$ cat src/rtl/seq_shift_add_multiplier_if.sv
// ============================================================================
// seq_shift_add_multiplier_if : Start/Busy/Done handshake and operand bus
// Rev 1.0
// ============================================================================
`default_nettype none

interface seq_shift_add_multiplier_if #(
  parameter int N = 4
);
  logic           start_i;
  logic           signed_mode_i;
  logic [N-1:0]   m_i;
  logic [N-1:0]   q_i;
  logic           busy_o;
  logic           done_o;
  logic [2*N-1:0] p_o;

  modport master (
    output start_i, signed_mode_i, m_i, q_i,
    input  busy_o, done_o, p_o
  );

  modport slave (
    input  start_i, signed_mode_i, m_i, q_i,
    output busy_o, done_o, p_o
  );
endinterface

`default_nettype wire

$ cat src/rtl/seq_shift_add_multiplier.sv
// ============================================================================
// seq_shift_add_multiplier : N x N shift-add multiplier, one partial product/clk
// Rev 1.0
// ============================================================================
`default_nettype none

module seq_shift_add_multiplier #(
  parameter int N = 4
) (
  input  logic                        clk,
  input  logic                        rst,
  seq_shift_add_multiplier_if.slave   bus
);

  localparam int             PW   = 2 * N;
  localparam int             CW   = (N > 2) ? $clog2(N) : 1;
  localparam logic [CW-1:0]  LAST = CW'(N - 1);

  typedef enum logic [1:0] {
    IDLE   = 2'd0,
    RUN    = 2'd1,
    FINISH = 2'd2
  } state_t;

  state_t         state_q, state_d;
  logic [N-1:0]   mc_q, mc_d;
  logic [N-1:0]   mq_q, mq_d;
  logic           neg_q, neg_d;
  logic [PW-1:0]  acc_q, acc_d;
  logic [PW-1:0]  p_q, p_d;
  logic [CW-1:0]  cnt_q, cnt_d;
  logic           done_q, done_d;

  logic [N-1:0]   m_mag, q_mag;
  logic [N:0]     sum;

  // Magnitude of -2^(N-1) wraps to 2^(N-1), which is still correct as unsigned.
  assign m_mag = (bus.signed_mode_i && bus.m_i[N-1]) ? (~bus.m_i + N'(1)) : bus.m_i;
  assign q_mag = (bus.signed_mode_i && bus.q_i[N-1]) ? (~bus.q_i + N'(1)) : bus.q_i;

  // Shifted accumulator: add into the upper half, then shift right one bit.
  assign sum = {1'b0, acc_q[PW-1:N]} + {1'b0, (mq_q[0] ? mc_q : {N{1'b0}})};

  always_comb begin
    state_d = state_q;
    mc_d    = mc_q;
    mq_d    = mq_q;
    neg_d   = neg_q;
    acc_d   = acc_q;
    p_d     = p_q;
    cnt_d   = cnt_q;
    done_d  = 1'b0;
    unique case (state_q)
      IDLE: begin
        if (bus.start_i) begin
          mc_d    = m_mag;
          mq_d    = q_mag;
          neg_d   = bus.signed_mode_i & (bus.m_i[N-1] ^ bus.q_i[N-1]);
          acc_d   = '0;
          cnt_d   = '0;
          state_d = RUN;
        end
      end
      RUN: begin
        acc_d = {sum, acc_q[N-1:1]};
        mq_d  = mq_q >> 1;
        if (cnt_q == LAST) begin
          cnt_d   = '0;
          state_d = FINISH;
        end else begin
          cnt_d = cnt_q + CW'(1);
        end
      end
      FINISH: begin
        p_d     = neg_q ? (~acc_q + PW'(1)) : acc_q;
        done_d  = 1'b1;
        state_d = IDLE;
      end
      default: state_d = IDLE;
    endcase
  end

  always_ff @(posedge clk) begin
    if (rst) begin
      state_q <= IDLE;
      mc_q    <= '0;
      mq_q    <= '0;
      neg_q   <= 1'b0;
      acc_q   <= '0;
      p_q     <= '0;
      cnt_q   <= '0;
      done_q  <= 1'b0;
    end else begin
      state_q <= state_d;
      mc_q    <= mc_d;
      mq_q    <= mq_d;
      neg_q   <= neg_d;
      acc_q   <= acc_d;
      p_q     <= p_d;
      cnt_q   <= cnt_d;
      done_q  <= done_d;
    end
  end

  assign bus.busy_o = (state_q != IDLE);
  assign bus.done_o = done_q;
  assign bus.p_o    = p_q;

endmodule

`default_nettype wire

$ cat src/flat_wrapper.sv
// flat-port wrapper written by rule: the top's interface ports become plain ports
module seq_shift_add_multiplier_flat 
#(
  parameter int N = 4
)
  (clk, rst, bus_start_i, bus_signed_mode_i, bus_m_i, bus_q_i, bus_busy_o, bus_done_o, bus_p_o);
  seq_shift_add_multiplier_if #(.N(N)) bus_i ();
  input  logic clk;
  input  logic rst;
  input wire logic [$bits(bus_i.start_i)-1:0] bus_start_i;
  input wire logic [$bits(bus_i.signed_mode_i)-1:0] bus_signed_mode_i;
  input wire logic [$bits(bus_i.m_i)-1:0] bus_m_i;
  input wire logic [$bits(bus_i.q_i)-1:0] bus_q_i;
  output wire logic [$bits(bus_i.busy_o)-1:0] bus_busy_o;
  output wire logic [$bits(bus_i.done_o)-1:0] bus_done_o;
  output wire logic [$bits(bus_i.p_o)-1:0] bus_p_o;
  assign bus_i.start_i = bus_start_i;
  assign bus_i.signed_mode_i = bus_signed_mode_i;
  assign bus_i.m_i = bus_m_i;
  assign bus_i.q_i = bus_q_i;
  assign bus_busy_o = bus_i.busy_o;
  assign bus_done_o = bus_i.done_o;
  assign bus_p_o = bus_i.p_o;
  seq_shift_add_multiplier #(.N(N)) u_core (.clk(clk), .rst(rst), .bus(bus_i));
endmodule
$ cat config.mk
export PLATFORM = sky130hd
export DESIGN_NAME = seq_shift_add_multiplier_flat
export DESIGN_NICKNAME = d
export VERILOG_FILES = /design/src/rtl/seq_shift_add_multiplier_if.sv /design/src/rtl/seq_shift_add_multiplier.sv /design/src/flat_wrapper.sv
export SDC_FILE = /design/constraint.sdc
export NUM_CORES = 1
export LEC_CHECK = 0
export CAP_MARGIN = 15
export CORE_ASPECT_RATIO = 1.25
export CORE_MARGIN = 2
export CORE_UTILIZATION = 43
export CTS_CLUSTER_SIZE = 24
export DETAILED_ROUTE_END_ITERATION = 10
export GPL_TIMING_DRIVEN = 0
export PLACE_DENSITY = 0.62
export SYNTH_ARGS = -nofsm -noshare
export SYNTH_HDL_FRONTEND = slang
export SYNTH_SLANG_ARGS = --single-unit
$ cat constraint.sdc
create_clock -name clk -period 5.04 [get_ports clk]
set_clock_uncertainty 0.1 [all_clocks]
set_input_delay 1.008 -clock clk [delete_from_list [all_inputs] [get_ports clk]]
set_output_delay 1.008 -clock clk [all_outputs]
set_load 0.02 [all_outputs]
==> results by group <==
STA
  • Measured slew at the worst slew-check pin: 0.5793 ns
  • # setup viols final: 0
  • Max Freq: 367.6 MHz
  • Max_slew headroom: 61.38%
  • Tmin final: 2.720 ns
  • Max-slew violations: 0
  • Final hold vios: 0
  • Slack of the critical path: 2.320 ns
  • RSZ-0062 raised after global routing: false
  • Setup tns final: 0 ns
  • Fin crit share: 53.98%

Synth
  • Post-synth top flop: dfxtp_1
  • Synth cell types: 37
  • EDFF count, synth: 0
  • Synth Register Bits: 30
  • Sequential fraction of the synthesis area: 39.12%
  • Synthesized area: 1535 µm²
  • Yosys warns: 0
  • Yosys top cell by area: dfxtp_1
  • Top cells by area, synth: dfxtp_1 (39%), ha_1 (6.5%), a21oi_1 (5.2%), nor2_1 (4.6%), nand2_1 (4.2%)
  • Syn Nets: 204
  • Post-synth top area share: 39.12%
  • Syn Inst Count: 183
  • Mapped Avg Cell Area: 8.389 µm²
  • Ys async rst share: 0%

Power and ir drop
  • Switch Pwr: 129.4 µW
  • Reg power frac: 48.9%
  • Sw frac: 25.35%
  • PwrDens: 272.2 nW/µm²
  • Clk pwr share: 39.0%
  • Leakage power: 0.0007212 µW
  • Pint: 381.1 µW
  • Combinational Power Share: 12.0%
  • Total power: 510.5 µW
  • Maximum vdd drop: 0.1877 mV

Layout
  • Number of diodes: 0
  • Area growth, synth to finish: 22.17%
  • Nets: 231
  • Core Util, Final: 54.31%
  • Share of cells above drive strength 1: 7.583%
  • Final Cell Area: 1876 µm²

Worst setup path
  • Slowest CP cell: clkdlybuf4s50_1
  • Reg2reg path depth: 6
  • Reg2Reg Setup Slack: 3.23 ns
  • Worst R2R Start: u_core.acc_q[0]
  • Worst setup SP type: flip-flop
  • Crit-path cells: clkbuf_1 -> nor2_1 -> inv_1 -> clkdlybuf4s50_1
  • Max incr delay on CP: 0.59 ns
  • Setup CP Type: flip-flop to output port
  • CP Capture Type: output port
  • Required time worst endpoint: 3.93 ns
  • Crit path DAT: 1.61 ns
  • Worst r2r dst: u_core.bus.p_o[6]
  • Crit-path max FO: 9

Place
  • Worst slack, placed: 2.282 ns
  • Placed Area: 1784 µm²
  • Post-DP HPWL: 2.548 mm
  • I/O Buffers: 20
  • Routability-driven placement congestion ratio: 0.7474

Die
  • Core area: 3453 µm²
  • Initial core utilization: 44.46%
  • Die ar.: 4067 µm²
  • Die X: 57.45 µm
  • IO Count: 22
  • Die extent in y: 70.81 µm
  • Num rows: 24

Clocking
  • Clk sinks: 30
  • CTS H-tree depth: 2
  • Post-CTS setup buffers: 0
  • Clk_lat worst skew: 0.28 ns
  • TritonCTS clock tree: done
  • Clock root cell: clkbuf_8
  • CTS hold repair buffers: 0
  • Reg clk slew, reported paths: 0.06 ns
  • Cts bufs inserted: 5
  • Deepest clock path buffer count: 2
  • Post_cts resized: 0

Detailed routing
  • Routed WL: 3.291 mm
  • Post-DR wirelength/cell: 13.16 µm
  • Initial DRC count: 33
  • DR DRC count: 0
  • Detail Route Antenna Nets: 0
  • Via density: 5.520
  • DR vias: 1380
  • DRT Pass-1 Iters: 4

Hold path
  • Worst min path class: flip-flop to flip-flop
  • Hold Path Origin: u_core.mc_q[0]
  • Hold path depth: 2
  • Hold endpoint: u_core.mc_q[0]

Status
  • Run status: completed

Job
  • Max-cap violation count: 0

Global route
  • Vias in the first global route: 1333
  • Pin count of the biggest net entering global routing: 11
  • Antenna violations before repair: 0
  • Total GRT Usage: 18.05%
  • Total grt overflow: 0
  • First-pass GRT wire length: 5.706 mm
[power groups by stage]
stage | sequential, µW | combinational (µW) | clock (µW)
after detailed placement | 255 | 61.8 | 0
final | 250 | 61.5 | 199
after CTS | 250 | 62.0 | 206
after floorplan | 254 | 39.3 | 0
after global placement | 255 | 60.3 | 0
after global routing | 251 | 69.3 | 216
[synth_stat cells (all sizes together), types with 2 or more instances]
cell,count
o21ai,3
nand4b,2
nand2,17
and2,3
nor2b,6
a311oi,2
xnor2,4
ha,8
buf,5
a222oi,2
dfxtp,30
nand2b,3
o31ai,4
a211oi,7
or4,2
inv,10
nor2,19
xor2,4
a21oi,16
nor3b,4
clkbuf,6
nand3,11
nor3,3
[worst max-delay path: cells and delay by family (launching register included)]
family	cells	cell delay, ns
AND/OR/NAND/NOR	1	0.10
buffers and inverters	3	0.94
flip-flops	1	0.30
[through the flow]
| step | hold slack [ns] | instances |
|---|---|---|
| final | 0.3495 | 250 |
| after CTS | 0.3543 | 250 |
| after global routing | 0.3911 | 250 |
| after floorplan | 0.3317 | 183 |
| after detailed placement | 0.3458 | 242 |
| after global placement | 0.3406 | 242 |
[kinds of logic (layout without fill, tap and decap cells)]
group,after synthesis,count (layout),share of synthesized area [%]
compound gates,40,40,17.77
xor+xnor,8,8,4.564
fa+ha+maj,9,9,7.824
buf+inv,21,49,5.542
flops,30,30,39.12
mux,2,2,1.385
simple gates,73,73,23.80
[sequential cells by signal, indices dropped and copies added, names as in the netlist]
register	count
u_core.mc_q	4
u_core.bus.p_o	8
u_core.acc_q	8
u_core.cnt_q	2
u_core.state_q	2
u_core.neg_q	1
u_core.bus.done_o	1
u_core.mq_q	4
[metal layers]
layer	part of all wire [%]	track usage, %
met1	42	19.02
met2	52	32.07
met3	4.1	4.936
met4	2.4	9.302
met5	0	0
[layout make-up]
| class | count | area [µm²] |
|---|---|---|
| clock inverters | 1 | 5.005 |
| well taps | 39 | 48.80 |
| repair buffers | 20 | 200.2 |
| fillers | 338 | 1578 |
| clock buffers | 7 | 86.33 |
| multi-input cells | 132 | 849.6 |
| plain buffers | 11 | 47.55 |
| flip-flops and latches | 30 | 600.6 |
| inverters | 10 | 37.54 |
[layout by cell type (no fill, tap or decap), types with 2 or more instances in the layout]
cell / instances
clkbuf_1: 7
nand2_1: 17
a222oi_1: 2
xnor2_1: 4
a211oi_1: 6
a311oi_1: 2
nand4b_1: 2
buf_2: 5
nor2b_1: 6
dfxtp_1: 30
inv_1: 10
o31ai_1: 4
clkdlybuf4s50_1: 20
nor3_1: 3
clkbuf_8: 6
or4_1: 2
nand2b_1: 3
ha_1: 8
xor2_1: 4
nand3_1: 11
a21oi_1: 16
and2_1: 3
o21ai_0: 2
nor2_1: 19
nor3b_1: 4
[worst max-delay path by stage]
stage / startpoint / end / slack, ns / cells past startpoint
2_1_floorplan: bus_q_i[0] / u_core.mq_q[1] / 2.93 / 5
3_3_place_gp: bus_q_i[0] / u_core.mq_q[1] / 2.32 / 6
3_5_place_dp: bus_q_i[0] / u_core.mq_q[1] / 2.28 / 6
4_1_cts: u_core.state_q[0] / bus_busy_o / 2.30 / 4
5_1_grt: u_core.state_q[0] / bus_busy_o / 2.18 / 4
6_report: u_core.state_q[0] / bus_busy_o / 2.32 / 4
No activity file was read; power rests on OpenSTA's default activity.
